### config.mk
export PLATFORM = sky130hd
export DESIGN_NAME = reduccion_signo
export DESIGN_NICKNAME = d
export VERILOG_FILES = /design/src/rtl/reduccion_pkg.sv /design/src/rtl/fifo_reduccion.sv /design/src/rtl/reduccion_signo.sv
export SDC_FILE = /design/constraint.sdc
export NUM_CORES = 1
export LEC_CHECK = 0
export ABC_AREA = 1
export ABC_CLOCK_PERIOD_IN_PS = 5850
export BUFFER_PORTS_ARGS = -buffer_cell sky130_fd_sc_hd__buf_2
export CORE_MARGIN = 5
export CORE_UTILIZATION = 40
export DETAILED_ROUTE_END_ITERATION = 8
export MAX_ROUTING_LAYER = met4
export PLACE_DENSITY_LB_ADDON = 0.05
export REMOVE_ABC_BUFFERS = 1
export SYNTH_ARGS = -nofsm -noshare
export SYNTH_HDL_FRONTEND = slang
export SYNTH_HIERARCHICAL = 1
export SYNTH_SLANG_ARGS = --single-unit
### constraint.sdc
create_clock -name clk -period 5.85 [get_ports clk]
set_clock_uncertainty 0.2 [all_clocks]
set_input_delay 0.585 -clock clk [delete_from_list [all_inputs] [get_ports clk]]
set_output_delay 0.585 -clock clk [all_outputs]
set_load 0.005 [all_outputs]
### src/rtl/reduccion_pkg.sv
// Shared definitions for the 32->16 signed narrowing unit.
package reduccion_pkg;

  localparam int ANCHO_PALABRA = 32;
  localparam int ANCHO_MEDIA   = 16;

  localparam logic [ANCHO_MEDIA-1:0] MAX_POS = 16'h7FFF;
  localparam logic [ANCHO_MEDIA-1:0] MIN_NEG = 16'h8000;

  // One buffered result: overflow flag plus the reduced halfword.
  typedef struct packed {
    logic                   ovf;
    logic [ANCHO_MEDIA-1:0] data;
  } entrada_t;

  // A word fits in signed 16 bits when bits [31:15] are all equal.
  function automatic logic cabe(input logic [ANCHO_PALABRA-1:0] w);
    return (&w[ANCHO_PALABRA-1:ANCHO_MEDIA-1]) || !(|w[ANCHO_PALABRA-1:ANCHO_MEDIA-1]);
  endfunction

endpackage

### src/rtl/fifo_reduccion.sv
// Generic synchronous FIFO; full/empty come from an occupancy counter.
// PROF must be a power of two so the pointers wrap naturally.
module fifo_reduccion #(
  parameter int PROF  = 2,
  parameter int ANCHO = 17
) (
  input  logic             clk,
  input  logic             reset,
  input  logic             push_i,
  input  logic [ANCHO-1:0] wdata_i,
  input  logic             pop_i,
  output logic [ANCHO-1:0] rdata_o,
  output logic             full_o,
  output logic             empty_o
);

  localparam int PTR_W = $clog2(PROF);
  localparam int CNT_W = PTR_W + 1;
  localparam logic [CNT_W-1:0] LLENO = CNT_W'(PROF);

  logic [ANCHO-1:0] mem_q [PROF];
  logic [PTR_W-1:0] wr_ptr_q, wr_ptr_d;
  logic [PTR_W-1:0] rd_ptr_q, rd_ptr_d;
  logic [CNT_W-1:0] count_q, count_d;
  logic             push_ok, pop_ok;

  assign full_o  = (count_q == LLENO);
  assign empty_o = (count_q == '0);
  assign push_ok = push_i && !full_o;
  assign pop_ok  = pop_i && !empty_o;
  assign rdata_o = mem_q[rd_ptr_q];

  // Next pointers and occupancy; simultaneous push and pop leave count unchanged.
  always_comb begin
    wr_ptr_d = wr_ptr_q;
    rd_ptr_d = rd_ptr_q;
    count_d  = count_q;
    if (push_ok) wr_ptr_d = wr_ptr_q + PTR_W'(1);
    if (pop_ok)  rd_ptr_d = rd_ptr_q + PTR_W'(1);
    case ({push_ok, pop_ok})
      2'b10:   count_d = count_q + CNT_W'(1);
      2'b01:   count_d = count_q - CNT_W'(1);
      default: count_d = count_q;
    endcase
  end

  // Pointer and occupancy registers.
  always_ff @(posedge clk or posedge reset) begin
    if (reset) begin
      wr_ptr_q <= '0;
      rd_ptr_q <= '0;
      count_q  <= '0;
    end else begin
      wr_ptr_q <= wr_ptr_d;
      rd_ptr_q <= rd_ptr_d;
      count_q  <= count_d;
    end
  end

  // Storage is cleared on reset so the head reads zero while empty.
  always_ff @(posedge clk or posedge reset) begin
    if (reset) begin
      for (int i = 0; i < PROF; i++) mem_q[i] <= '0;
    end else if (push_ok) begin
      mem_q[wr_ptr_q] <= wdata_i;
    end
  end

endmodule

### src/rtl/reduccion_signo.sv
// Narrowing unit: 32-bit signed words in, 16-bit halfwords plus overflow
// flag out through a small FIFO, with a saturating overflow counter.
// Build option REDUCCION_SATURA_EN: non-fitting words saturate to
// 7FFF/8000; otherwise they wrap to the low halfword.
module reduccion_signo
  import reduccion_pkg::*;
#(
  parameter int PROF      = 2,
  parameter int ANCHO_CNT = 8
) (
  input  logic                     clk,
  input  logic                     reset,
  input  logic                     in_valid,
  output logic                     in_ready,
  input  logic [ANCHO_PALABRA-1:0] in_data,
  output logic                     out_valid,
  input  logic                     out_ready,
  output logic [ANCHO_MEDIA-1:0]   out_data,
  output logic                     out_ovf,
  input  logic                     clr_cnt,
  output logic [ANCHO_CNT-1:0]     ovf_cnt
);

  entrada_t             entrada, cabeza;
  logic                 acepta, saca, lleno, vacio;
  logic [ANCHO_CNT-1:0] cnt_q, cnt_d;

  assign in_ready  = !lleno;
  assign out_valid = !vacio;
  assign acepta    = in_valid && in_ready;
  assign saca      = out_valid && out_ready;
  assign out_data  = cabeza.data;
  assign out_ovf   = cabeza.ovf;
  assign ovf_cnt   = cnt_q;

  // Fit test and the saturate/wrap choice for words that do not fit.
  always_comb begin
    entrada.ovf  = !cabe(in_data);
    entrada.data = in_data[ANCHO_MEDIA-1:0];
`ifdef REDUCCION_SATURA_EN
    if (entrada.ovf) entrada.data = in_data[ANCHO_PALABRA-1] ? MIN_NEG : MAX_POS;
`else
    entrada.data = in_data[ANCHO_MEDIA-1:0];
`endif
  end

  // Overflow count: clear beats increment, and it sticks at all-ones.
  always_comb begin
    cnt_d = cnt_q;
    if (clr_cnt) cnt_d = '0;
    else if (acepta && entrada.ovf && (cnt_q != '1)) cnt_d = cnt_q + ANCHO_CNT'(1);
  end

  // Overflow counter register.
  always_ff @(posedge clk or posedge reset) begin
    if (reset) cnt_q <= '0;
    else       cnt_q <= cnt_d;
  end

  fifo_reduccion #(
    .PROF  (PROF),
    .ANCHO ($bits(entrada_t))
  ) u_fifo (
    .clk     (clk),
    .reset   (reset),
    .push_i  (acepta),
    .wdata_i (entrada),
    .pop_i   (saca),
    .rdata_o (cabeza),
    .full_o  (lleno),
    .empty_o (vacio)
  );

endmodule

==> impl_metrics.py <==
metrics = {
    "worst_setup_path": {
        "rrSetupSlack_ps": 2810,
        "cp.required_ps": 5070,
        "max_stage_delay_ps": 830,
        "cp.depth": 4,
        "worstSetupStartpoint": "u_fifo/rd_ptr_q",
        "path_delay_family": "buffers and inverters",
        "cp_slowest_cell": "dfrtp_1",
        "crit_end": "out_data[4]",
        "worstRegToRegCells": 10,
        "crit_fanout": 19,
        "r2r-end": "u_fifo/count_q[1]",
        "cp_cell_sequence": "clkinv_1 > nand2_1 > nand2_1 > buf_2",
        "crit_top_cell": "nand2_1",
        "cp-start-kind": "register",
        "worstPathArrival_ps": 2320,
        "criticalPathCategory": "register to primary output",
        "r2r_start": "u_fifo/count_q[0]",
        "crit_buf_inv": 2,
        "endpoint_kind": "primary output",
    },
    "logic_synthesis": {
        "synthTopCellsByArea": "dfrtp_1 45%, nand2_1 23%, nand4_1 8.9%, nand3_1 4.2%, inv_1 3.4%",
        "synthTopCellsByCount": "152 x nand2_1, 46 x dfrtp_1, 36 x nand4_1",
        "yosysSeqAreaShare": 0.455,
        "ys_ff_latch": 46,
        "synth_cell_types": 27,
        "netlist_instances": 336,
        "synth_flop_cell": "dfrtp_1",
        "ys_async_sr_fraction": 1.00,
        "synth.top_cell.area_share": 0.455,
        "yosysWarnings": 6,
        "synth_area_per_cell_um2": 7.53,
        "synth.cell_area_um2": 2530,
        "yosysTopAreaCell": "dfrtp_1",
        "synth_edf_count": 0,
        "yosysMostFrequentCell": "nand2_1",
    },
    "sta": {
        "fmax_ghz": 0.322,
        "fin_crit_sh": 0.530,
        "max_slew_margin": 0.411,
        "rsz0062_at_grt": "no",
        "setup_tns_ps": 0,
        "worst_hold_slack_ps": 33.6,
        "final_hold_viol_count": 0,
        "period_needed_ps": 3100,
        "setup_viol": 0,
        "tightest_slew_ps": 881,
        "slew_viol_final": 0,
    },
    "route": {
        "drc": 0,
        "routedWlPerCell_um": 13.3,
        "drtAntennaViolNets": 0,
        "drtPass1Iterations": 4,
        "initialDrtViolationCount": 118,
        "vias": 2321,
        "drt_wl_total_um": 6210,
        "viasPerCell": 4.96,
    },
    "clocking": {
        "cts.reportedPaths.clkPinSlew_ps": 80,
        "cts_tree": "built",
        "post-cts-setup-buffers": 0,
        "hold_buffers": 0,
        "cts.sinks": 46,
        "cts-root-buf": "clkbuf_8",
        "cts_max_level": 2,
        "clk_latency_ps": 290,
        "cts_repair_resize_count": 0,
        "numCtsBuffers": 5,
        "cts_buffer_depth": 2,
    },
    "power_and_ir_drop": {
        "power_density_nw_per_um2": 457,
        "vdd_drop_max_v": 0.000169,
        "pwr-share-seq": 0.416,
        "pwr-share-comb": 0.411,
        "p_sw_w": 0.000569,
        "total_power_w": 0.00135,
        "p_leak_nw": 1.71,
        "clkPwrFrac": 0.172,
        "p_int_w": 0.000782,
        "sw_frac_of_total": 0.421,
    },
    "floorplanning": {
        "core_area_um2": 6240,
        "die_width_um": 89.5,
        "dieArea_um2": 8020,
        "die_h_um": 89.5,
        "start_util": 0.405,
        "std_cell_rows": 29,
        "ios": 64,
    },
    "worst_hold_path": {
        "hold_path_class": "input pin to asynchronous set/reset pin",
    },
    "finish": {
        "finalNetCount": 429,
        "regArea_um2": 1150,
        "fill_cells": 659,
        "diodes": 0,
        "multi_input_area_um2": 1180,
        "stdcell_count": 468,
        "drive_above_1_share": 0.223,
        "syn_to_final_growth_pct": 16.9,
    },
    "run": {
        "cap_violations": 0,
    },
    "placement": {
        "gp_congestion": 0.737,
        "hpwlAfterDp_um": 4260,
        "portBuffers": 63,
        "dp.cells": 460,
    },
    "grt": {
        "grt-ovfl-total": 0,
        "grt_max_degree": 40,
        "grt_pass1_vias": 2176,
        "grt_first_pass_wirelength_um": 10200,
        "antenna_found_initial": 0,
        "grt_usage": 0.170,
    },
    "run_status": {
        "status": "finished, final reports clean",
    },
}
==> how the worst min path moves through the flow <==
stage,to,slack [ps]
floorplan,ovf_cnt[0],200
global placement,u_fifo/mem_q[11],250
detailed placement,u_fifo/mem_q[11],260
CTS,ovf_cnt[0],40
global route,ovf_cnt[0],50
finish,ovf_cnt[0],30
==> worst reg2reg max path, cell delays in order (launching register included) <==
cell	delay, ps
dfrtp_1	400
inv_2	60
nand2_2	490
inv_1	200
nor2_4	730
nand2_1	210
ha_1	380
inv_1	90
nand3_1	80
nand2_1	60
nand2_1	40
==> cell families (layout without fill, tap and decap cells) <==
kind of cell / count (synthesis) / count (layout) / share of synthesized area
simple gates: 238 / 238 / 0.432
flops: 46 / 46 / 0.455
buf+inv: 43 / 98 / 0.0801
xor+xnor: 5 / 5 / 0.0173
fa+ha+maj: 2 / 2 / 0.00989
compound gates: 2 / 2 / 0.00544
==> final cells by class <==
type	instances	area share
inverters	26	0.0330
multi-input cells	247	0.399
well taps	77	0.0326
flip-flops and latches	46	0.389
clock buffers	5	0.0233
repair buffers	64	0.109
clock inverters	3	0.0135
==> per-layer routing <==
| metal | track usage | vias to the layer above | wire [um] |
|---|---|---|---|
| met5 | - | - | 0 |
| met4 | 0.0365 | 0 | 22 |
| met3 | 0.0396 | 2 | 316 |
| met2 | 0.277 | 52 | 2950 |
| met1 | 0.216 | 1074 | 2920 |
| li1 | - | 1193 | - |
==> power groups by stage <==
stage | Combinational (W) | Clock, W | Sequential [W]
finish | 0.000556 | 0.000233 | 0.000563
detailed placement | 0.000564 | 0 | 0.000569
global route | 0.000648 | 0.000254 | 0.000580
floorplan | 0.000372 | 0 | 0.000533
CTS | 0.000566 | 0.000241 | 0.000563
global placement | 0.000550 | 0 | 0.000567
==> sequential cells by signal, summed over array words and instances (netlist names) <==
signal / cells
ovf_cnt: 8
u_fifo/rd_ptr_q: 1
u_fifo/wr_ptr_q: 1
u_fifo/count_q: 2
u_fifo/mem_q: 34
==> through the flow <==
stage / worst slack [ps] / util / area, um^2
after floorplan: 2960 / - / 2420
after global placement: 2970 / 0.456 / 2850
after detailed placement: 2870 / 0.456 / 2850
after CTS: 2690 / 0.474 / 2960
after global routing: 2550 / 0.474 / 2960
final: 2750 / 0.474 / 2960
==> cell usage in the layout, fill, tap and decap left out <==
cell / n
nand2_1: 152
buf_2: 63
dfrtp_1: 46
nand4_1: 36
inv_1: 23
nand3_1: 21
nor2_1: 14
clkbuf_8: 5
nand3_2: 4
xor2_1: 4
nor2_2: 3
ha_1: 2
clkinv_2: 2
inv_2: 2
nand4_2: 1
or2_1: 1
nor3_1: 1
nor2_4: 1
o21ai_0: 1
nand4_4: 1
a21o_2: 1
and2_1: 1
bufinv_16: 1
nand2_2: 1
nand3_4: 1
clkinv_1: 1
xnor2_1: 1
buf_4: 1
(Power assumes the default switching activity.)
